File: config.mk
export PLATFORM = sky130hd
export DESIGN_NAME = pipe_hazard_unit_flat
export DESIGN_NICKNAME = d
export VERILOG_FILES = /design/src/rtl/pipe_hazard_unit_pkg.sv /design/src/rtl/pipe_hazard_unit_if.sv /design/src/rtl/pipe_hazard_unit_hazard_slot.sv /design/src/rtl/pipe_hazard_unit.sv /design/src/flat_wrapper.sv
export SDC_FILE = /design/constraint.sdc
export NUM_CORES = 1
export LEC_CHECK = 0
export BUFFER_PORTS_ARGS = -buffer_cell sky130_fd_sc_hd__buf_4
export CORE_ASPECT_RATIO = 1.5
export CORE_MARGIN = 3
export CORE_UTILIZATION = 59
export CTS_CLUSTER_DIAMETER = 60
export CTS_CLUSTER_SIZE = 25
export DETAILED_ROUTE_END_ITERATION = 8
export GPL_ROUTABILITY_DRIVEN = 0
export HOLD_SLACK_MARGIN = 0.1
export PLACE_DENSITY = 0.86
export SLEW_MARGIN = 20
export SYNTH_ARGS = -nofsm -noshare
export SYNTH_HDL_FRONTEND = slang
export SYNTH_HIERARCHICAL = 1
export SYNTH_SLANG_ARGS = --single-unit
File: constraint.sdc
create_clock -name clk -period 5.13 [get_ports clk]
set_input_delay 1.026 -clock clk [delete_from_list [all_inputs] [get_ports clk]]
set_output_delay 1.026 -clock clk [all_outputs]
set_load 0.01 [all_outputs]
File: src/rtl/pipe_hazard_unit_pkg.sv
// Shared types for the pipeline hazard unit.
//   fwd_sel_e : EX operand source selector encoding (regfile / EX_MEM / MEM_WB)
//   slot_t    : one tracked in-flight instruction {valid, rd, regwrite, memread}
//   fwd_pick  : priority pick between an EX-slot and a MEM-slot match
package pipe_hazard_unit_pkg;

    // rd is stored at a fixed width so the record type does not depend on a
    // module parameter; REG_AW must not exceed this.
    localparam int SLOT_RD_W = 8;

    typedef enum logic [1:0] {
        FWD_RF    = 2'd0,
        FWD_EXMEM = 2'd1,
        FWD_MEMWB = 2'd2
    } fwd_sel_e;

    typedef struct packed {
        logic                 valid;
        logic [SLOT_RD_W-1:0] rd;
        logic                 regwrite;
        logic                 memread;
    } slot_t;

    localparam slot_t SLOT_EMPTY = '0;

    // The youngest producer (EX) holds the newest value, so it wins.
    function automatic fwd_sel_e fwd_pick(input logic ex_match, input logic mem_match);
        fwd_sel_e sel;
        sel = FWD_RF;
        if (ex_match) begin
            sel = FWD_EXMEM;
        end else if (mem_match) begin
            sel = FWD_MEMWB;
        end
        return sel;
    endfunction

endpackage

File: src/rtl/pipe_hazard_unit_if.sv
// Bundle of the ID-stage request signals and the hazard-unit responses.
//   master : pipeline side; drives id_*, ex_redirect, cnt_clr
//   slave  : hazard unit; drives stall, flush, bubble, fwd_*_sel, *_cnt
interface pipe_hazard_unit_if #(
    parameter int REG_AW = 5,
    parameter int CNT_W  = 16
);
    import pipe_hazard_unit_pkg::*;

    logic              id_valid;
    logic [REG_AW-1:0] id_rs1;
    logic [REG_AW-1:0] id_rs2;
    logic              id_use_rs1;
    logic              id_use_rs2;
    logic [REG_AW-1:0] id_rd;
    logic              id_regwrite;
    logic              id_memread;
    logic              ex_redirect;
    logic              cnt_clr;

    logic              stall;
    logic              flush;
    logic              bubble;
    logic [1:0]        fwd_a_sel;
    logic [1:0]        fwd_b_sel;
    logic [CNT_W-1:0]  stall_cnt;
    logic [CNT_W-1:0]  flush_cnt;

    modport master (
        output id_valid, id_rs1, id_rs2, id_use_rs1, id_use_rs2,
               id_rd, id_regwrite, id_memread, ex_redirect, cnt_clr,
        input  stall, flush, bubble, fwd_a_sel, fwd_b_sel, stall_cnt, flush_cnt
    );

    modport slave (
        input  id_valid, id_rs1, id_rs2, id_use_rs1, id_use_rs2,
               id_rd, id_regwrite, id_memread, ex_redirect, cnt_clr,
        output stall, flush, bubble, fwd_a_sel, fwd_b_sel, stall_cnt, flush_cnt
    );

endinterface

File: src/rtl/pipe_hazard_unit_hazard_slot.sv
// One tracking register for an in-flight instruction plus its source compare.
//   clk, rst_n       : clock, asynchronous active-low reset (clears to invalid)
//   slot_d / slot_q  : next / current tracked record
//   rs1, rs2, use_*  : ID-stage sources to compare against
//   match_a/match_b  : this slot produces ID's rs1 / rs2
//   load_match       : this slot is a load and produces either source
module hazard_slot
    import pipe_hazard_unit_pkg::*;
#(
    parameter int REG_AW = 5
) (
    input  logic              clk,
    input  logic              rst_n,
    input  slot_t             slot_d,
    input  logic [REG_AW-1:0] rs1,
    input  logic [REG_AW-1:0] rs2,
    input  logic              use_rs1,
    input  logic              use_rs2,
    output slot_t             slot_q,
    output logic              match_a,
    output logic              match_b,
    output logic              load_match
);

    always_ff @(posedge clk or negedge rst_n) begin
        if (!rst_n) begin
            slot_q <= SLOT_EMPTY;
        end else begin
            slot_q <= slot_d;
        end
    end

    // x0 is hard-wired zero, so a write to it never produces a dependency.
    always_comb begin
        match_a    = slot_q.valid && slot_q.regwrite && use_rs1 &&
                     (rs1 != '0) && (slot_q.rd[REG_AW-1:0] == rs1);
        match_b    = slot_q.valid && slot_q.regwrite && use_rs2 &&
                     (rs2 != '0) && (slot_q.rd[REG_AW-1:0] == rs2);
        load_match = slot_q.memread && (match_a || match_b);
    end

endmodule

File: src/rtl/pipe_hazard_unit.sv
// Pipeline hazard unit: tracks the instructions in EX and MEM, stalls ID on
// unresolvable RAW hazards, flushes on redirects, selects EX operand
// forwarding and counts stall / redirect cycles.
//   clk, rst_n : clock, asynchronous active-low reset
//   hz         : slave side of pipe_hazard_unit_if (ID request, responses)
// Parameters: REG_AW register index width, FWD_EN forwarding enable
// (0 = stall-only), LOAD_LAT extra load latency (1..2), CNT_W counter width.
module pipe_hazard_unit
    import pipe_hazard_unit_pkg::*;
#(
    parameter int REG_AW   = 5,
    parameter int FWD_EN   = 1,
    parameter int LOAD_LAT = 1,
    parameter int CNT_W    = 16
) (
    input  logic               clk,
    input  logic               rst_n,
    pipe_hazard_unit_if.slave  hz
);

    localparam logic [CNT_W-1:0] CNT_ONE = {{(CNT_W-1){1'b0}}, 1'b1};

    // Index 0 = EX slot, index 1 = MEM slot.
    slot_t    slot_d [2];
    slot_t    slot_q [2];
    logic     match_a [2];
    logic     match_b [2];
    logic     load_match [2];

    logic     hazard;
    logic     stall_int;
    logic     advance;
    fwd_sel_e fwd_a_d, fwd_a_q;
    fwd_sel_e fwd_b_d, fwd_b_q;
    logic [CNT_W-1:0] stall_cnt_d, stall_cnt_q;
    logic [CNT_W-1:0] flush_cnt_d, flush_cnt_q;

    generate
        for (genvar gi = 0; gi < 2; gi++) begin : g_slot
            hazard_slot #(.REG_AW(REG_AW)) u_slot (
                .clk        (clk),
                .rst_n      (rst_n),
                .slot_d     (slot_d[gi]),
                .rs1        (hz.id_rs1),
                .rs2        (hz.id_rs2),
                .use_rs1    (hz.id_use_rs1),
                .use_rs2    (hz.id_use_rs2),
                .slot_q     (slot_q[gi]),
                .match_a    (match_a[gi]),
                .match_b    (match_b[gi]),
                .load_match (load_match[gi])
            );
        end
    endgenerate

    always_comb begin
        // With forwarding only loads whose data is not yet available block ID;
        // without it any pending writer does.
        hazard = 1'b0;
        if (FWD_EN != 0) begin
            hazard = load_match[0] || ((LOAD_LAT == 2) && load_match[1]);
        end else begin
            hazard = match_a[0] || match_b[0] || match_a[1] || match_b[1];
        end

        // A redirect kills ID, so it never needs to wait.
        stall_int = hazard && hz.id_valid && !hz.ex_redirect;
        advance   = hz.id_valid && !stall_int && !hz.ex_redirect;

        slot_d[0] = SLOT_EMPTY;
        if (advance) begin
            slot_d[0].valid    = 1'b1;
            slot_d[0].rd       = SLOT_RD_W'(hz.id_rd);
            slot_d[0].regwrite = hz.id_regwrite;
            slot_d[0].memread  = hz.id_memread;
        end
        slot_d[1] = slot_q[0];

        // Bubbles and killed instructions enter EX with no forwarding.
        fwd_a_d = FWD_RF;
        fwd_b_d = FWD_RF;
        if (advance && (FWD_EN != 0)) begin
            fwd_a_d = fwd_pick(match_a[0], match_a[1]);
            fwd_b_d = fwd_pick(match_b[0], match_b[1]);
        end

        stall_cnt_d = stall_cnt_q;
        flush_cnt_d = flush_cnt_q;
        if (hz.cnt_clr) begin
            stall_cnt_d = '0;
            flush_cnt_d = '0;
        end else begin
            if (stall_int && (stall_cnt_q != '1)) begin
                stall_cnt_d = stall_cnt_q + CNT_ONE;
            end
            if (hz.ex_redirect && (flush_cnt_q != '1)) begin
                flush_cnt_d = flush_cnt_q + CNT_ONE;
            end
        end
    end

    always_ff @(posedge clk or negedge rst_n) begin
        if (!rst_n) begin
            fwd_a_q     <= FWD_RF;
            fwd_b_q     <= FWD_RF;
            stall_cnt_q <= '0;
            flush_cnt_q <= '0;
        end else begin
            fwd_a_q     <= fwd_a_d;
            fwd_b_q     <= fwd_b_d;
            stall_cnt_q <= stall_cnt_d;
            flush_cnt_q <= flush_cnt_d;
        end
    end

    assign hz.stall     = stall_int;
    assign hz.flush     = hz.ex_redirect;
    assign hz.bubble    = stall_int || hz.ex_redirect;
    assign hz.fwd_a_sel = fwd_a_q;
    assign hz.fwd_b_sel = fwd_b_q;
    assign hz.stall_cnt = stall_cnt_q;
    assign hz.flush_cnt = flush_cnt_q;

endmodule

File: src/flat_wrapper.sv
// flat-port wrapper written by rule: the top's interface ports become plain ports
module pipe_hazard_unit_flat import pipe_hazard_unit_pkg::*;
#(
    parameter int REG_AW   = 5,
    parameter int FWD_EN   = 1,
    parameter int LOAD_LAT = 1,
    parameter int CNT_W    = 16
)
  (clk, rst_n, hz_id_valid, hz_id_rs1, hz_id_rs2, hz_id_use_rs1, hz_id_use_rs2, hz_id_rd, hz_id_regwrite, hz_id_memread, hz_ex_redirect, hz_cnt_clr, hz_stall, hz_flush, hz_bubble, hz_fwd_a_sel, hz_fwd_b_sel, hz_stall_cnt, hz_flush_cnt);
  pipe_hazard_unit_if #(.REG_AW(REG_AW), .CNT_W(CNT_W)) hz_i ();
  input  logic clk;
  input  logic rst_n;
  input wire logic [$bits(hz_i.id_valid)-1:0] hz_id_valid;
  input wire logic [$bits(hz_i.id_rs1)-1:0] hz_id_rs1;
  input wire logic [$bits(hz_i.id_rs2)-1:0] hz_id_rs2;
  input wire logic [$bits(hz_i.id_use_rs1)-1:0] hz_id_use_rs1;
  input wire logic [$bits(hz_i.id_use_rs2)-1:0] hz_id_use_rs2;
  input wire logic [$bits(hz_i.id_rd)-1:0] hz_id_rd;
  input wire logic [$bits(hz_i.id_regwrite)-1:0] hz_id_regwrite;
  input wire logic [$bits(hz_i.id_memread)-1:0] hz_id_memread;
  input wire logic [$bits(hz_i.ex_redirect)-1:0] hz_ex_redirect;
  input wire logic [$bits(hz_i.cnt_clr)-1:0] hz_cnt_clr;
  output wire logic [$bits(hz_i.stall)-1:0] hz_stall;
  output wire logic [$bits(hz_i.flush)-1:0] hz_flush;
  output wire logic [$bits(hz_i.bubble)-1:0] hz_bubble;
  output wire logic [$bits(hz_i.fwd_a_sel)-1:0] hz_fwd_a_sel;
  output wire logic [$bits(hz_i.fwd_b_sel)-1:0] hz_fwd_b_sel;
  output wire logic [$bits(hz_i.stall_cnt)-1:0] hz_stall_cnt;
  output wire logic [$bits(hz_i.flush_cnt)-1:0] hz_flush_cnt;
  assign hz_i.id_valid = hz_id_valid;
  assign hz_i.id_rs1 = hz_id_rs1;
  assign hz_i.id_rs2 = hz_id_rs2;
  assign hz_i.id_use_rs1 = hz_id_use_rs1;
  assign hz_i.id_use_rs2 = hz_id_use_rs2;
  assign hz_i.id_rd = hz_id_rd;
  assign hz_i.id_regwrite = hz_id_regwrite;
  assign hz_i.id_memread = hz_id_memread;
  assign hz_i.ex_redirect = hz_ex_redirect;
  assign hz_i.cnt_clr = hz_cnt_clr;
  assign hz_stall = hz_i.stall;
  assign hz_flush = hz_i.flush;
  assign hz_bubble = hz_i.bubble;
  assign hz_fwd_a_sel = hz_i.fwd_a_sel;
  assign hz_fwd_b_sel = hz_i.fwd_b_sel;
  assign hz_stall_cnt = hz_i.stall_cnt;
  assign hz_flush_cnt = hz_i.flush_cnt;
  pipe_hazard_unit #(.REG_AW(REG_AW), .FWD_EN(FWD_EN), .LOAD_LAT(LOAD_LAT), .CNT_W(CNT_W)) u_core (.clk(clk), .rst_n(rst_n), .hz(hz_i));
endmodule
Yosys cells after proc, flatten, opt, wreduce, memory -nomap -nowiden:

Cells that the tools add are included.

* logic and storage cells: 59
* register bits: 51
* output and inout bits: 39

* equality and inequality tests: 6
* add/sub/neg operators: 2
* reduce and logical (&&, ||, !) cells: 29
* multiplexer cells: 11

Operators with widths (number)
* $mux W16: 4
* $add A16 B1 Y16 const B: 2
* $ne A16 B16 Y1 const B: 2
* $logic_and A1 B1 Y1: 21
* $eq A5 B5 Y1: 4
* $mux W2: 6
* $mux W11: 1
* $reduce_bool A5 Y1: 2
* $reduce_bool A2 Y1: 2
* $logic_not A1 Y1: 2
* $logic_or A1 B1 Y1: 2

Depth between registers and ports, before layout:

Gate-level depths: netlist of run 1.

* depth in word-level cells: 12
* mapped depth: 9
* gate-level depth less buffers: 9

Modules after synthesis:

Netlist of run 1, hierarchy kept.

Modules (own cells, without submodules)
* pipe_hazard_unit: area an instance 2050.7 um2, times used 1, cells each 217
* hazard_slot: area an instance 435.4 um2, times used 2, cells each 35

Least setup slack after synthesis of run 1:

Ideal clock, no wire load.

* path type: in2reg
* from: input hz_id_rs1[2]
* to: register u_core.stall_cnt_q[14] (netlist: u_core/hz.stall_cnt[14])
* data arrival time: 3.373 ns
* cell stages on the path: 8
* slack: 1.632 ns
* data required time: 5.005 ns
* library setup time: 0.125 ns
* cells stage by stage: xor2_1 -> or4_1 -> o32ai_1 -> nand3b_4 -> or3_1 -> buf_2 -> nor4_1 -> mux2_2

* word-level cells in the longest chain between the ends: 9
* elaborated cells on any way between the ends: 10

Ends and longest elaborated chain
* start, declared: line flat_wrapper.sv:14 `input wire logic [$bits(hz_i.id_rs1)-1:0] hz_id_rs1;`
* $reduce_bool A5 Y1: line pipe_hazard_unit_hazard_slot.sv:36 `(rs1 != '0) && (slot_q.rd[REG_AW-1:0] == rs1);`
* $logic_and A1 B1 Y1: line pipe_hazard_unit_hazard_slot.sv:35 `match_a = slot_q.valid && slot_q.regwrite && use_rs1 &&`
* $logic_and A1 B1 Y1 *: line pipe_hazard_unit_hazard_slot.sv:36
* $logic_or A1 B1 Y1 *
* $logic_and A1 B1 Y1 *: line pipe_hazard_unit_hazard_slot.sv:39 `load_match = slot_q.memread && (match_a || match_b);`
* named net u_core.hazard: line pipe_hazard_unit.sv:30 `logic hazard;`
* $logic_and A1 B1 Y1 * (2 in series): line pipe_hazard_unit.sv:67 `stall_int = hazard && hz.id_valid && !hz.ex_redirect;`
* $logic_and A1 B1 Y1 *: line pipe_hazard_unit.sv:93 `if (stall_int && (stall_cnt_q != '1)) begin`
* $reduce_bool A2 Y1 (no source line) *
* end signal, assigned: line pipe_hazard_unit.sv:111 `stall_cnt_q <= stall_cnt_d;`
* end, declared: line pipe_hazard_unit.sv:35 `logic [CNT_W-1:0] stall_cnt_d, stall_cnt_q;`

The timed path passes the listed nets; every way through them passes the cells marked *.
A chain may end at the register's enable or synchronous reset.

Worst setup path after layout of run 1:

* from: input hz_id_rs1[2]
* to: output hz_stall

* word-level cells in the longest chain between the ends: 7
* elaborated cells on any way between the ends: 8

Ends and longest elaborated chain
* $reduce_bool A5 Y1: line pipe_hazard_unit_hazard_slot.sv:36
* $logic_and A1 B1 Y1: line pipe_hazard_unit_hazard_slot.sv:35
* $logic_and A1 B1 Y1 *: line pipe_hazard_unit_hazard_slot.sv:36
* $logic_or A1 B1 Y1 *
* $logic_and A1 B1 Y1 *: line pipe_hazard_unit_hazard_slot.sv:39
* named net u_core.hazard: line pipe_hazard_unit.sv:30
* $logic_and A1 B1 Y1 * (2 in series): line pipe_hazard_unit.sv:67
* end, declared: line flat_wrapper.sv:23 `output wire logic [$bits(hz_i.stall)-1:0] hz_stall;`

Marks and branches as above.

==> results_dict.tcl, run 1 <==
set metrics [dict create \
    clockBufferDepth 2 \
    grt_pass1_vias 2183 \
    rrSetupSlack_ns 1.78 \
    antenna_cells_inserted 0 \
    drt_iter0_markers 148 \
    dpl_worst_slack_ns 1.226 \
    portBuffers 62 \
    fin_ws_ns 1.115 \
    reg2reg_depth 8 \
    cp.required_ns 4.10 \
    cp-end-kind "output port" \
    start_util_pct 62.59 \
    hold_buffers 0 \
    path_class "in -> out" \
    peakVddDrop_mv 0.2007 \
    p_per_area_nw_per_um2 238.9 \
    post-route-min-period_ns 4.015 \
    h-tree-depth 2 \
    drive_gt1_share_pct 24.70 \
    cp.arrival_ns 2.99 \
    fp.dieH_um 89.24 \
    grt_usage_pct 24.34 \
    numCtsBuffers 5 \
    worstReg2RegStart "u_core/g_slot[0].u_slot/slot_q[4]" \
    finalHoldViolCount 0 \
    grt_start_max_net_pins 52 \
    post-route-period-util_pct 78.27 \
    nNetsFinal 361 \
    ant_nets 0 \
    cts_tree "yes" \
    fin_setup_tns_ns 0 \
    fin_skew_ns 0.004473 \
    vias_per_cell 6.346 \
    min_from "u_core/g_slot[0].u_slot/slot_q[10]" \
    worst_slew_pin_slew_ns 1.040 \
    hold-path-endpoint "u_core/g_slot[1].u_slot/slot_q[10]" \
    clk_latency_ns 0.30 \
    numClockSinks 51 \
    crit_fanout 10 \
    drt_wl_total_mm 6.401 \
    io_pins 63 \
    rsz0062_at_grt "no" \
    post-cts-setup-buffer-count 0 \
    syn_nets 302 \
    drv_cap 0 \
    slew_viol_final 0 \
    leakage_nw 1.478 \
    netlist_area_um2 2725 \
    r2r_end "u_core/hz.stall_cnt[15]" \
    slew_headroom_pct 30.02 \
    synthCells 276 \
    wl_per_cell_um 16.76 \
    layout_common_cells "buf_4, dfrtp_1, a21oi_1, or4_1" \
    dpl.hpwl_mm 4.472 \
    core-area_um2 4354 \
    antenna_found_initial 0 \
    die-area_um2 5487 \
    cts_resized 0 \
    grt_pass1_wl_mm 10.23 \
    dr.pass1.iters 4 \
    outcome "complete, no violations" \
    yosysWarnings 6 \
    cts_root_buf "clkbuf_8" \
    overflow 0 \
    synth_area_per_cell_um2 9.874 \
    syn2layout_area_growth_pct 23.00 \
    layout_commonest_cell "buf_4" \
    rows 29 \
    holdPathStages 0 \
    vias 2424 \
    hold_path_class "reg -> reg" \
    cts.clk_slew.worst_paths_ns 0.09 \
    worstSetupStartpointType "input port" \
    drc 0 \
    setup_violations 0 \
    die_w_um 61.49 \
    max_freq_mhz 249.1 \
]
through the flow:
step	instances	power, mW	utilization, %	cell area (um^2)	hold WS (ns)
CTS	382	0.8083	76.87	3347	0.4267
global route	382	0.8320	76.98	3352	0.4400
detailed placement	374	0.4811	73.74	3211	0.4054
finish	382	0.8007	76.98	3352	0.4253
floorplan	276	0.4454	-	2725	0.3741
global placement	374	0.4792	73.59	3204	0.3956
flip-flops by register name (all words and copies together), names as in the netlist:
signal and count:
u_core/g_slot.u_slot/slot_q 15, u_core/hz.stall_cnt 16, u_core/hz.fwd_b_sel 2, u_core/hz.fwd_a_sel 2, u_core/hz.flush_cnt 16
metal layers:
| metal | vias up | global-route usage, % | wire length (um) | share of wire [%] |
|---|---|---|---|---|
| met2 | 77 | 40.04 | 3354 | 52 |
| met4 | 0 | 8.880 | 85 | 1.3 |
| met5 | - | 0 | 0 | 0 |
| met3 | 10 | 3.902 | 313 | 4.9 |
| li1 | 1157 | - | - | - |
| met1 | 1180 | 31.87 | 2647 | 41 |
area by class of cell:
cell class	count	area, um^2
clock inverters	3	67.56
well taps	46	57.56
inverters	11	41.29
repair buffers	62	465.4
flip-flops and latches	51	1276
fillers	330	1002
multi-input cells	204	1375
clock buffers	5	68.82
power breakdown:
part	switching, mW	internal [mW]
Combinational	0.0325	0.0267
Sequential	0.00651	0.408
Clock	0.133	0.194
Total	0.172	0.629
worst max path at each step:
stage	start	end	cells past startpoint
global placement	hz_id_rs1[2]	hz_stall	7
detailed placement	hz_id_rs1[2]	hz_stall	7
finish	hz_id_rs1[2]	hz_stall	7
global route	hz_id_rs1[2]	hz_stall	7
CTS	hz_id_rs1[2]	hz_stall	7
floorplan	hz_id_rs1[2]	u_core/hz.stall_cnt[14]	8
critical path: stages:
cell      delay (ns)
buf_4           0.13
xor2_1          0.14
or4_1           0.58
o32ai_1         0.63
nand3b_4        0.22
inv_2           0.14
buf_4           0.13
Power figures use the tool's default switching activity.
==> run 2: changes to the inputs <==
CORE_UTILIZATION = 49   (was 59)
PLACE_DENSITY = 0.76   (was 0.86)
clock period = 3.6 ns   (was 5.13 ns; I/O delays follow)
==> run 2 against run 1 <==
Net effect:
- worst hold slack worse by 0.023 ns
- sequential share of layout area grew 0.14 points
- register-to-register slack got worse by 1.2 ns
- final area shrank 0.37%
- clock-buffer cell count increased by 1
- highest routed layer unchanged
- combinational power grew 43%
- die area rose by 19%
- total power is 24% higher
- critical path depth up 2
==> results_dict.tcl, run 2 (synthesis gave the netlist of run 1 again) <==
set metrics [dict create \
    dp_cells 399 \
    fp.dieH_um 97.34 \
    worstReg2RegStart "u_core/g_slot[0].u_slot/slot_q[4]" \
    vias 2415 \
    cts_tree "yes" \
    hold-path-endpoint "u_core/g_slot[1].u_slot/slot_q[1]" \
    hold_buffers 0 \
    drt_iter0_markers 114 \
    cp.required_ns 2.88 \
    grt_usage_pct 20.43 \
    ant_nets 0 \
    max_freq_mhz 321.8 \
    crit_fanout 10 \
    fin_skew_ns 0.005040 \
    vias_per_cell 5.934 \
    cp-end-kind "output port" \
    fin_cells 407 \
    post-route-min-period_ns 3.108 \
    start_util_pct 51.96 \
    antenna_found_initial 0 \
    dr.pass1.iters 4 \
    clk_latency_ns 0.30 \
    layout_common_cells "buf_4, dfrtp_1, a21oi_1, or4_1" \
    setup_violations 0 \
    hold_path_class "reg -> reg" \
    clockBufferDepth 2 \
    slew_headroom_pct 36.46 \
    outcome "complete, no violations" \
    antenna_cells_inserted 0 \
    p_per_area_nw_per_um2 296.7 \
    drc 0 \
    syn2layout_area_growth_pct 22.54 \
    layout_commonest_cell "buf_4" \
    numCtsBuffers 5 \
    min_from "u_core/g_slot[0].u_slot/slot_q[1]" \
    grt_pass1_vias 2308 \
    nNetsFinal 364 \
    dpl.hpwl_mm 4.762 \
    fin_ws_ns 0.4924 \
    core-area_um2 5245 \
    post-cts-setup-buffer-count 0 \
    h-tree-depth 2 \
    drive_gt1_share_pct 24.48 \
    peakVddDrop_mv 0.2912 \
    drv_cap 0 \
    worst_slew_pin_slew_ns 0.9444 \
    post-route-period-util_pct 86.32 \
    slew_viol_final 0 \
    rsz0062_at_grt "no" \
    finalHoldViolCount 0 \
    die_w_um 66.89 \
    grt_start_max_net_pins 52 \
    drt_wl_total_mm 6.546 \
    die-area_um2 6511 \
    cts.clk_slew.worst_paths_ns 0.09 \
    numClockSinks 51 \
    dpl_worst_slack_ns 0.2356 \
    worstSetupStartpointType "input port" \
    portBuffers 62 \
    holdPathStages 0 \
    grt_pass1_wl_mm 10.48 \
    r2r_end "u_core/hz.stall_cnt[11]" \
    cp.arrival_ns 2.39 \
    io_pins 63 \
    path_class "in -> out" \
    cts_resized 0 \
    cts_root_buf "clkbuf_8" \
    reg2reg_depth 9 \
    wl_per_cell_um 16.08 \
    leakage_nw 1.468 \
    rows 32 \
    overflow 0 \
    fin_setup_tns_ns 0 \
    rrSetupSlack_ns 0.63 \
]
run 2: worst max-delay path: stages:
cell and delay (ns):
buf_4 0.13, xnor2_1 0.14, nand4_1 0.11, or4_1 0.46
o32ai_1 0.25, buf_4 0.18, nand3b_4 0.14, inv_2 0.12
buf_4 0.13
run 2: final cells by class:
cell class	instances	area, um^2
Timing Repair Buffer	65	488.0
Sequential cell	51	1276
Clock inverter	2	12.51
Tap cell	68	85.08
Inverter	11	41.29
Fill cell	463	1906
Multi-Input combinational cell	204	1364
Clock buffer	6	72.57
run 2: worst max-delay path by stage:
stage,start,endpoint,slack (ns),cells past startpoint
3_5_place_dp,hz_id_rs1[0],u_core/hz.stall_cnt[14],0.24,10
4_1_cts,hz_id_rs1[0],hz_stall,0.49,9
5_1_grt,hz_id_rs1[0],u_core/hz.stall_cnt[9],0.37,11
6_report,hz_id_rs1[0],hz_stall,0.49,9
2_1_floorplan,hz_id_rs1[2],u_core/hz.stall_cnt[14],0.41,8
3_3_place_gp,hz_id_rs1[0],u_core/hz.stall_cnt[14],0.31,10
run 2: metrics by stage:
stage / total power, mW / utilization, % / area, um^2 / hold slack, ns
2_1_floorplan: 0.6347 / - / 2725 / 0.3741
3_3_place_gp: 0.6840 / 62.05 / 3254 / 0.3915
3_5_place_dp: 0.6870 / 62.05 / 3254 / 0.3849
4_1_cts: 1.007 / 63.67 / 3339 / 0.4052
5_1_grt: 1.031 / 63.67 / 3339 / 0.4203
6_report: 0.9908 / 63.67 / 3339 / 0.4024
run 2: report_power, final:
group          total (mW)  internal (mW)  switching, mW  leakage, nW
logic              0.0845         0.0383         0.0462        0.725
clock network       0.316          0.136          0.180       0.0412
registers           0.590          0.581        0.00922        0.702
run 2: per-layer routing:
metal  wire, um  vias to the layer above  track usage [%]
met5          0                        -                0
met4        103                        0            6.719
met3        340                       11            4.051
met2       3448                       67            35.24
met1       2653                     1167            24.83
li1           -                     1170                -
